## src/rtl/seg_stream_receiver.sv

```systemverilog
// Receive end of the serial 7-segment link: synchronizes the per-digit serial lanes
// and the shared shift clock, deserializes one frame per lane and decodes it to hex.
module seg_stream_receiver #(
  parameter int DIGITS   = 4,
  parameter int SEG_BITS = 7,
  parameter int TIMEOUT  = 64
) (
  input  logic                  clk,
  input  logic                  rst_n,
  input  logic [DIGITS-1:0]     ser_in,
  input  logic                  shift_clk_in,
  output logic [4*DIGITS-1:0]   digits_out,
  output logic                  frame_valid,
  output logic [DIGITS-1:0]     code_err,
  output logic                  frame_err
);

  localparam int BW = $clog2(SEG_BITS + 1);
  localparam int IW = $clog2(TIMEOUT + 1);
  localparam logic [BW-1:0] LAST_BIT = BW'(SEG_BITS - 1);
  localparam logic [IW-1:0] IDLE_MAX = IW'(TIMEOUT);

  typedef enum logic [1:0] {
    IDLE,
    SHIFT,
    DONE
  } state_t;

  state_t state;

  logic [DIGITS-1:0]   ser_s1, ser_s2;
  logic                sclk_s1, sclk_s2, sclk_s3;
  logic                shift_edge;
  logic [BW-1:0]       bit_cnt;
  logic [IW-1:0]       idle_cnt;
  logic [SEG_BITS-1:0] shift_reg [DIGITS];
  logic [4*DIGITS-1:0] dec_digits;
  logic [DIGITS-1:0]   dec_err;

  // Returns {err, value}; a pattern outside the hex font flags err with value 0.
  function automatic logic [4:0] decode_seg(input logic [6:0] pat);
    logic [4:0] res;
    case (pat)
      7'b1111110: res = 5'h00;
      7'b0110000: res = 5'h01;
      7'b1101101: res = 5'h02;
      7'b1111001: res = 5'h03;
      7'b0110011: res = 5'h04;
      7'b1011011: res = 5'h05;
      7'b1011111: res = 5'h06;
      7'b1110000: res = 5'h07;
      7'b1111111: res = 5'h08;
      7'b1111011: res = 5'h09;
      7'b1110111: res = 5'h0a;
      7'b0011111: res = 5'h0b;
      7'b1001110: res = 5'h0c;
      7'b0111101: res = 5'h0d;
      7'b1001111: res = 5'h0e;
      7'b1000111: res = 5'h0f;
      default:    res = 5'h10;
    endcase
    return res;
  endfunction

  // Data and clock share the same two-flop depth, so the synced data is aligned
  // with the edge pulse derived from the third clock flop.
  // NOTE: sequential state always uses non-blocking assignments so every flop
  // samples the pre-edge value of its neighbours, which keeps the chain intact.
  always_ff @(posedge clk or negedge rst_n) begin
    if (!rst_n) begin
      ser_s1  <= '0;
      ser_s2  <= '0;
      sclk_s1 <= 1'b0;
      sclk_s2 <= 1'b0;
      sclk_s3 <= 1'b0;
    end else begin
      ser_s1  <= ser_in;
      ser_s2  <= ser_s1;
      sclk_s1 <= shift_clk_in;
      sclk_s2 <= sclk_s1;
      sclk_s3 <= sclk_s2;
    end
  end

  assign shift_edge = sclk_s2 & ~sclk_s3;

  // NOTE: every variable driven here gets a default first, so no path can leave
  // it unassigned and infer a latch.
  always_comb begin
    dec_digits = '0;
    dec_err    = '0;
    for (int j = 0; j < DIGITS; j++) begin
      {dec_err[j], dec_digits[4*j +: 4]} = decode_seg(shift_reg[j]);
    end
  end

  always_ff @(posedge clk or negedge rst_n) begin
    if (!rst_n) begin
      state       <= IDLE;
      bit_cnt     <= '0;
      idle_cnt    <= '0;
      digits_out  <= '0;
      code_err    <= '0;
      frame_valid <= 1'b0;
      frame_err   <= 1'b0;
      // NOTE: the shift registers are small and must restart from a known frame,
      // so unlike a RAM they are explicitly cleared on reset.
      for (int j = 0; j < DIGITS; j++) shift_reg[j] <= '0;
    end else begin
      frame_valid <= 1'b0;
      frame_err   <= 1'b0;
      case (state)
        IDLE: begin
          bit_cnt  <= '0;
          idle_cnt <= '0;
          if (shift_edge) begin
            for (int j = 0; j < DIGITS; j++)
              shift_reg[j] <= {shift_reg[j][SEG_BITS-2:0], ser_s2[j]};
            bit_cnt <= BW'(1);
            state   <= SHIFT;
          end
        end

        SHIFT: begin
          if (shift_edge) begin
            for (int j = 0; j < DIGITS; j++)
              shift_reg[j] <= {shift_reg[j][SEG_BITS-2:0], ser_s2[j]};
            bit_cnt  <= bit_cnt + 1'b1;
            idle_cnt <= '0;
            if (bit_cnt == LAST_BIT) state <= DONE;
          end else if (idle_cnt == IDLE_MAX) begin
            // Stalled partial frame: drop it, keep the last good digits.
            frame_err <= 1'b1;
            bit_cnt   <= '0;
            idle_cnt  <= '0;
            for (int j = 0; j < DIGITS; j++) shift_reg[j] <= '0;
            state <= IDLE;
          end else begin
            idle_cnt <= idle_cnt + 1'b1;
          end
        end

        DONE: begin
          digits_out  <= dec_digits;
          code_err    <= dec_err;
          frame_valid <= 1'b1;
          idle_cnt    <= '0;
          // An edge arriving here is bit 1 of the next frame.
          if (shift_edge) begin
            for (int j = 0; j < DIGITS; j++)
              shift_reg[j] <= {shift_reg[j][SEG_BITS-2:0], ser_s2[j]};
            bit_cnt <= BW'(1);
            state   <= SHIFT;
          end else begin
            bit_cnt <= '0;
            state   <= IDLE;
          end
        end

        default: begin
          bit_cnt  <= '0;
          idle_cnt <= '0;
          state    <= IDLE;
        end
      endcase
    end
  end

endmodule
```

## config.mk

```make
export PLATFORM = sky130hd
export DESIGN_NAME = seg_stream_receiver
export DESIGN_NICKNAME = d
export VERILOG_FILES = /design/src/rtl/seg_stream_receiver.sv
export SDC_FILE = /design/constraint.sdc
export NUM_CORES = 1
export LEC_CHECK = 0
export BUFFER_PORTS_ARGS = -buffer_cell sky130_fd_sc_hd__buf_2
export CORE_AREA = 4 4 100 102
export CTS_CLUSTER_SIZE = 28
export DETAILED_ROUTE_END_ITERATION = 16
export DIE_AREA = 0 0 104 106
export HOLD_SLACK_MARGIN = 0.05
export PLACE_DENSITY = 0.62
export RECOVER_POWER = 100
export SLEW_MARGIN = 25
export SYNTH_ARGS = -nofsm -noshare
export SYNTH_HDL_FRONTEND = slang
export SYNTH_SLANG_ARGS = --single-unit
```

## constraint.sdc

```tcl
create_clock -name clk -period 1.8 [get_ports clk]
set_input_delay 0.18 -clock clk [delete_from_list [all_inputs] [get_ports clk]]
set_output_delay 0.18 -clock clk [all_outputs]
set_load 0.01 [all_outputs]
```

==> run_results.csv, run 1 <==
group,metric,value,unit
sta,worst_slew_margin_rel,39.6,%
sta,layout_min_cycle_time,1.70,ns
cells_and_area,area.growth.synth_to_final,15.6,%
worst_hold_path,timing.hold.worst.class,"flip-flop to flip-flop",
pwr,powerDensity,943,nW/um^2
cells_and_area,layout.filler_cells,858,
place,weighted_congestion_at_the_end_of_routability_driven_global_placement,0.880,
setup_path,depth_of_the_critical_timing_path_with_buffers_and_inverters_included,4,
status,status,"finished, final reports clean",
die,fp.coreArea,9110,sq um
place,dp_hpwl,5.93,mm
flow_run,timing.max_cap.violations,0,
yosys,synth.most_common_cell,"sky130_fd_sc_hd__dfrtp_1",
yosys,async_reset_ff_share,100,%
drt,drt_iter0_drcs,222,
yosys,post-synth-top-area-cell,"sky130_fd_sc_hd__dfrtp_1",
place,port_buffers,28,
yosys,synthesis.nets,432,
cells_and_area,multi_input_comb_area,1980,sq um
yosys,synth_top_cells_by_area,"sky130_fd_sc_hd__dfrtp_1, sky130_fd_sc_hd__a22o_1, sky130_fd_sc_hd__nor2_1, sky130_fd_sc_hd__clkbuf_1, sky130_fd_sc_hd__nand3b_1",
global_routing,gr_met1_demand_resource,20.8,%
setup_path,timing.critical_path.from_type,"flip-flop",
die,floorplan.initialDensity,44.6,%
clock_network,clock_tree_from_tritoncts,"yes",
global_routing,grtUsageMet3,3.76,%
yosys,synth-seq-cells,73,
cells_and_area,num-nets-final,476,
global_routing,number_of_antenna_violations_at_the_first_check_in_global_routing,0,
yosys,seq_area_frac_synth,45.0,%
sta,setup_viol,0,
setup_path,worst_r2r_path_depth,4,
worst_hold_path,worstHoldStart,"sclk_s1",
drt,drt_first_pass_iters,4,
cells_and_area,largest_reg_flops,28,
clock_network,cts.htree.levels,3,
clock_network,worst_setup_hold_path_clk_slew,0.07,ns
global_routing,grt_overflow,0,
sta,finalHoldViolCount,0,
setup_path,worstReg2RegEnd,"code_err[1]",
global_routing,grt_first_pass_wirelength,15.3,mm
drt,avgRoutedWirePerCell,15.1,um
setup_path,cp_slowest_cell,"sky130_fd_sc_hd__or4b_4",
pwr,finalPower,4430,uW
setup_path,critical_path.reg2reg.startpoint,"shift_reg[14]",
yosys,synth_flop_cell,"sky130_fd_sc_hd__dfrtp_1",
sta,timing.fmax,588,MHz
global_routing,grt.total_usage,16.5,%
yosys,netlist_top_cells_count,"sky130_fd_sc_hd__dfrtp_1, sky130_fd_sc_hd__nor2_1, sky130_fd_sc_hd__a22o_1",
die,floorplan.die.width,104,um
clock_network,clkLatencyLatePin,0.34,ns
global_routing,grt_most_used_layer,"met2",
yosys,synth-warning-count,0,
clock_network,cts_num_sinks,73,
die,pin_count,29,
global_routing,grt_util_met2,28.4,%
die,die-area,11000,sq um
drt,drc,0,
clock_network,clock-root-buffer,"sky130_fd_sc_hd__clkbuf_8",
sta,report.final.slew_viol_count,0,
cells_and_area,antenna_diodes,0,
cells_and_area,sequential_cell_area,1830,sq um
setup_path,cp_top_family,"simple AND/OR/NAND/NOR gates",
sta,timing.clock.skew,0.0106,ns
yosys,synth_enable_flop_cells,0,
setup_path,cp_data_required_time,2.03,ns
drt,detailroute.via_count,3362,
pwr,p_leak,0.00189,uW
global_routing,grt_start_max_net_pins,40,
sta,unrepaired_setup_endpoints_after_global_routing,"false",
sta,setup_total_negative_slack,0,ns
setup_path,critPathBufInv,0,
cells_and_area,layout_cells_sized_above_1,16.6,%
global_routing,vias_in_the_first_global_route,3228,
drt,antenna_left,0,
drt,detail_route.vias_per_cell,5.79,
pwr,irDropWorstVdd,0.000393,V
setup_path,largest_stage_delay_on_the_critical_path,0.53,ns
setup_path,crit_end_element,"flip-flop",
yosys,synth_area,4060,sq um
setup_path,critPathMaxFanout,4,
clock_network,cts_buffers,9,
drt,final_wl,8.79,mm
setup_path,worst-r2r-setup-slack,0.10,ns
sta,worstMarginPinSlew,0.906,ns
die,die_h,106,um
die,core.rowCount,35,
yosys,synth_cell_type_count,55,
yosys,post-synth-top-area-fraction,45.0,%
yosys,synth_area_per_cell,9.64,sq um
worst_hold_path,worstHoldPathCells,0,
worst_hold_path,holdPathEnd,"sclk_s2",
setup_path,crit_path_cell_trace,"or4b_4 -> nor3b_2 -> nor4_1 -> a32o_1",
sta,timing.final.crit_share,94.4,%
setup_path,critical_path_class,"flip-flop to flip-flop",
clock_network,clock_path_buffers,2,
setup_path,worst_ep_arrival_time,1.93,ns
yosys,postSynthCellCount,421,
[cells by family (layout without fill, tap and decap cells)]
logic type / after synthesis / after routing / synth area share (%)
buffers and inverters: 54 / 103 / 6.20
and+or+nand+nor: 170 / 170 / 25.6
AOI/OAI and AO/OA: 103 / 103 / 18.2
muxes: 3 / 3 / 0.740
adders and majority gates: 4 / 4 / 1.23
xor gates and xnor gates: 14 / 14 / 3.02
DFF: 73 / 73 / 45.0
[placed cells by master (no fill, tap or decap), types with 4 or more instances in the layout]
cell type                       netlist  final
sky130_fd_sc_hd__dfrtp_1             73     68
sky130_fd_sc_hd__nor2_1              36     36
sky130_fd_sc_hd__buf_4                2     35
sky130_fd_sc_hd__a22o_1              29     29
sky130_fd_sc_hd__clkbuf_1            28     25
sky130_fd_sc_hd__nand2_1             21     21
sky130_fd_sc_hd__a21oi_1             16     16
sky130_fd_sc_hd__nor3_1              14     14
sky130_fd_sc_hd__o21ai_0             14     14
sky130_fd_sc_hd__nand3_1             14     14
sky130_fd_sc_hd__nand3b_1            13     13
sky130_fd_sc_hd__a31oi_1             12     12
sky130_fd_sc_hd__nor4_1              11     11
sky130_fd_sc_hd__clkbuf_8             0     11
sky130_fd_sc_hd__nand4b_1            10     10
sky130_fd_sc_hd__nand2b_1            10     10
sky130_fd_sc_hd__inv_1               10     10
sky130_fd_sc_hd__xor2_1               8      8
sky130_fd_sc_hd__o22ai_1              6      6
sky130_fd_sc_hd__o211ai_1             6      6
sky130_fd_sc_hd__xnor2_1              6      6
sky130_fd_sc_hd__dlygate4sd3_1        0      6
sky130_fd_sc_hd__nand4bb_1            5      5
sky130_fd_sc_hd__buf_2                9      5
sky130_fd_sc_hd__dfrtp_2              0      5
sky130_fd_sc_hd__nor3b_1              4      4
sky130_fd_sc_hd__a211oi_1             4      4
sky130_fd_sc_hd__nand4_1              4      4
sky130_fd_sc_hd__or4bb_1              4      4
sky130_fd_sc_hd__a32o_1               4      4
sky130_fd_sc_hd__ha_1                 4      4
sky130_fd_sc_hd__clkbuf_2             0      4
[report_power, final]
part,internal [uW],switching (uW),total (uW)
combinational,521,515,1040
clock,711,603,1310
sequential,1800,272,2070
total,3030,1390,4430
[metal layers]
layer,share of wire [%],up-vias
li1,-,1652
met1,46,1654
met2,50,49
met3,2.9,7
met4,0.92,0
met5,0,-
[worst max-delay path by stage]
stage	end	start	slack, ns
detailed placement	digits_out[2]	shift_reg[22]	0.08
global route	digits_out[2]	shift_reg[21]	0.00005
finish	code_err[1]	shift_reg[14]	0.10
CTS	digits_out[2]	shift_reg[27]	0.06
global placement	digits_out[2]	shift_reg[22]	0.08
floorplan	code_err[1]	shift_reg[14]	0.12
[through the flow]
stage | hold slack [ns] | setup slack (ns) | utilization (%) | instances | instance area [sq um]
2_1_floorplan | -0.116 | 0.121 | - | 421 | 4060
3_3_place_gp | 0.169 | 0.0848 | 49.3 | 559 | 4490
3_5_place_dp | 0.176 | 0.0769 | 49.3 | 559 | 4490
4_1_cts | 0.347 | 0.0631 | 52.2 | 581 | 4750
5_1_grt | 0.366 | 0.0000548 | 51.5 | 581 | 4690
6_report | 0.350 | 0.100 | 51.5 | 581 | 4690
[what timing repair did]
action,CTS,global route
gates resized for setup,0,6
hold buffers,6,0
endpoints found under the hold margin,39,0
endpoints found under the setup margin,0,4
setup buffers,0,0
[cell type report]
type / instances / area share, %
Inverter: 10 / 0.800
Tap cell: 111 / 2.96
Timing Repair Buffer: 77 / 10.7
Clock buffer: 11 / 3.23
Clock inverter: 5 / 1.15
Multi-Input combinational cell: 294 / 42.1
Sequential cell: 73 / 39.1
Note: power is estimated with default switching activity, not from simulation.
==> inputs of run 2 (changes only) <==
--- a/config.mk
+++ b/config.mk
@@ -5,13 +5,14 @@
 export SDC_FILE = /design/constraint.sdc
 export NUM_CORES = 1
 export LEC_CHECK = 0
+export ABC_AREA = 1
 export BUFFER_PORTS_ARGS = -buffer_cell sky130_fd_sc_hd__buf_2
-export CORE_AREA = 4 4 100 102
+export CORE_AREA = 4 4 88 90
 export CTS_CLUSTER_SIZE = 28
 export DETAILED_ROUTE_END_ITERATION = 16
-export DIE_AREA = 0 0 104 106
+export DIE_AREA = 0 0 92 94
 export HOLD_SLACK_MARGIN = 0.05
-export PLACE_DENSITY = 0.62
+export PLACE_DENSITY = 0.77
 export RECOVER_POWER = 100
 export SLEW_MARGIN = 25
 export SYNTH_ARGS = -nofsm -noshare
==> run 2 against run 1 <==
- first-iteration DRC count grew 1.8%
- critical path depth shrank 1
- via count up 3.2%
- critical endpoint is now shift_reg[5]
==> run_results.csv, run 2 <==
group,metric,value,unit
setup_path,crit_end_element,"flip-flop",
place,dpl_cell_area,4300,sq um
die,core.rowCount,31,
clock_network,clock-root-buffer,"sky130_fd_sc_hd__clkbuf_8",
setup_path,worst_r2r_path_depth,3,
yosys,synth-seq-cells,73,
setup_path,largest_stage_delay_on_the_critical_path,0.78,ns
pwr,p_leak,0.00227,uW
sta,timing.final.crit_share,91.0,%
worst_hold_path,worstHoldPathCells,0,
cells_and_area,layout_cells_sized_above_1,11.4,%
clock_network,clkLatencyLatePin,0.34,ns
drt,detailroute.via_count,3468,
pwr,p_sw,2190,uW
worst_hold_path,holdPathEnd,"sclk_s2",
yosys,post-synth-top-area-fraction,45.1,%
clock_network,clock_tree_from_tritoncts,"yes",
clock_network,cts_num_sinks,73,
global_routing,grt_start_max_net_pins,74,
worst_hold_path,timing.hold.worst.class,"flip-flop to flip-flop",
setup_path,critPathMaxFanout,14,
setup_path,critical_path_class,"flip-flop to flip-flop",
worst_hold_path,worstHoldStart,"sclk_s1",
cells_and_area,multi_input_comb_area,1880,sq um
die,die-area,8650,sq um
pwr,p_comb_share,30.1,%
pwr,power_report.internal_total,3240,uW
yosys,synth_cell_type_count,26,
place,dp_hpwl,5.59,mm
drt,avgRoutedWirePerCell,11.4,um
cells_and_area,layout.filler_cells,672,
sta,timing.clock.skew,0.00984,ns
cells_and_area,finish.utilization,63.7,%
yosys,synth_enable_flop_cells,0,
yosys,synth-warning-count,0,
status,status,"finished, final reports clean",
cells_and_area,largest_reg_flops,28,
global_routing,grt_overflow,0,
setup_path,cp_top_family,"compound AO/OA/AOI/OAI gates",
setup_path,critPathBufInv,1,
global_routing,grt_first_pass_wirelength,14.3,mm
clock_network,clock_path_buffers,2,
setup_path,crit_path_cell_trace,"inv_2 -> o21ai_2 -> o21ai_2",
clock_network,worst_setup_hold_path_clk_slew,0.07,ns
setup_path,cp_common_cell,"sky130_fd_sc_hd__o21ai_2",
clock_network,cts.htree.levels,3,
yosys,post-synth-top-area-cell,"sky130_fd_sc_hd__dfrtp_1",
setup_path,worst_ep_arrival_time,1.83,ns
setup_path,worstReg2RegEnd,"shift_reg[5]",
setup_path,cp_data_required_time,2.00,ns
setup_path,cp_slowest_cell,"sky130_fd_sc_hd__o21ai_2",
drt,drt_first_pass_iters,4,
pwr,irDropWorstVdd,0.000707,V
drt,drc,0,
drt,final_wl,7.93,mm
drt,drt_iter0_drcs,226,
global_routing,vias_in_the_first_global_route,3318,
die,floorplan.initialDensity,57.4,%
yosys,synth_flop_cell,"sky130_fd_sc_hd__dfrtp_1",
cells_and_area,num-nets-final,605,
sta,setup_viol,0,
place,port_buffers,28,
sta,report.final.slew_viol_count,0,
setup_path,worst-r2r-setup-slack,0.16,ns
pwr,powerDensity,1210,nW/um^2
die,die_h,94,um
clock_network,post_cts.repair.setup_buffers,0,
die,pin_count,29,
place,weighted_congestion_at_the_end_of_routability_driven_global_placement,0.926,
global_routing,number_of_antenna_violations_at_the_first_check_in_global_routing,0,
setup_path,critical_path.reg2reg.startpoint,"state[0]",
sta,worst_slew_margin_rel,34.6,%
yosys,netlist_top_cells_count,"sky130_fd_sc_hd__nand2_1, sky130_fd_sc_hd__nor2_1, sky130_fd_sc_hd__dfrtp_1",
yosys,synth.most_common_cell,"sky130_fd_sc_hd__nand2_1",
cells_and_area,antenna_diodes,0,
sta,worstMarginPinSlew,0.980,ns
cells_and_area,sequential_cell_area,1830,sq um
yosys,async_reset_ff_share,100,%
cells_and_area,commonest_cells_after_routing_fill_and_taps_aside,"sky130_fd_sc_hd__nand2_1, sky130_fd_sc_hd__nor2_1, sky130_fd_sc_hd__dfrtp_1",
die,fp.coreArea,7060,sq um
setup_path,timing.critical_path.from_type,"flip-flop",
clock_network,cts_buffers,9,
sta,finalHoldViolCount,0,
yosys,synth_area,4050,sq um
sta,timing.fmax,610,MHz
yosys,synthesis.nets,563,
yosys,synth_top_cells_by_area,"sky130_fd_sc_hd__dfrtp_1, sky130_fd_sc_hd__nand2_1, sky130_fd_sc_hd__nor2_1, sky130_fd_sc_hd__inv_1, sky130_fd_sc_hd__nand3_1",
yosys,postSynthCellCount,552,
sta,unrepaired_setup_endpoints_after_global_routing,"false",
drt,antenna_left,0,
sta,setup_total_negative_slack,0,ns
die,floorplan.die.width,92,um
global_routing,grt.total_usage,20.2,%
pwr,switching_share,40.3,%
pwr,pwr-share-seq,46.2,%
cells_and_area,mostFrequentLayoutCell,"sky130_fd_sc_hd__nand2_1",
yosys,seq_area_frac_synth,45.1,%
cells_and_area,area.growth.synth_to_final,11.1,%
pwr,clockPowerShare,23.7,%
flow_run,timing.max_cap.violations,0,
drt,detail_route.vias_per_cell,4.97,
cells_and_area,final_cell_area,4500,sq um
sta,layout_min_cycle_time,1.64,ns
yosys,synth_area_per_cell,7.34,sq um
## run 2: worst max path at each step
stage	end	depth (start not counted)	start
6_report	shift_reg[5]	3	state[0]
5_1_grt	shift_reg[5]	9	sclk_s2
3_3_place_gp	shift_reg[15]	3	state[0]
2_1_floorplan	shift_reg[12]	7	sclk_s3
4_1_cts	shift_reg[19]	3	state[0]
3_5_place_dp	shift_reg[19]	3	state[0]
## run 2: worst register-to-register path, stage by stage (launching register included)
cell                      delay, ns
sky130_fd_sc_hd__dfrtp_1       0.52
sky130_fd_sc_hd__inv_2         0.13
sky130_fd_sc_hd__o21ai_2       0.78
sky130_fd_sc_hd__o21ai_2       0.06
## run 2: cells by family after synthesis
logic type,after synthesis,share of synthesized area [%]
simple gates,342,35.7
buf+inv,75,8.40
flops,73,45.1
compound gates,57,9.36
fa+ha+maj,4,1.24
xor+xnor,1,0.216
## run 2: power groups by stage
stage                     sequential (uW)  clock [uW]  combinational, uW
after floorplan                      2460           0               1380
after global placement               2510           0               1660
after detailed placement             2530           0               1700
after CTS                            2500        1330               1720
after global routing                 2580        1420               1880
final                                2510        1290               1630
## run 2: routing by layer
metal	vias up	global-route usage (%)	wire length [um]
met2	43	34.4	3750
met5	-	0	0
met1	1619	26.3	3840
met3	8	3.45	246
li1	1798	-	-
met4	0	7.05	85
## run 2: per-stage QoR
step	cells	worst slack [ns]	hold slack [ns]	total power, uW
finish	698	0.161	0.353	5420
CTS	697	0.0775	0.355	5550
detailed placement	675	0.0969	0.223	4230
floorplan	552	0.466	-0.116	3840
global placement	675	0.168	0.219	4170
global route	698	0.0192	0.362	5880
## run 2: area by class of cell
cell class / count / share of cell area (%)
clock inverters: 6 / 1.45
clock buffers: 10 / 3.06
well taps: 99 / 2.75
flip-flops and latches: 73 / 40.6
multi-input cells: 405 / 41.7
inverters: 67 / 5.87
repair buffers: 38 / 4.53
## run 2: repair_timing
| item | CTS | global route |
|---|---|---|
| hold endpoints to repair | 78 | 0 |
| endpoints found under the setup margin | 0 | 8 |
| hold buffers | 6 | 0 |
| resized for setup | 0 | 1 |
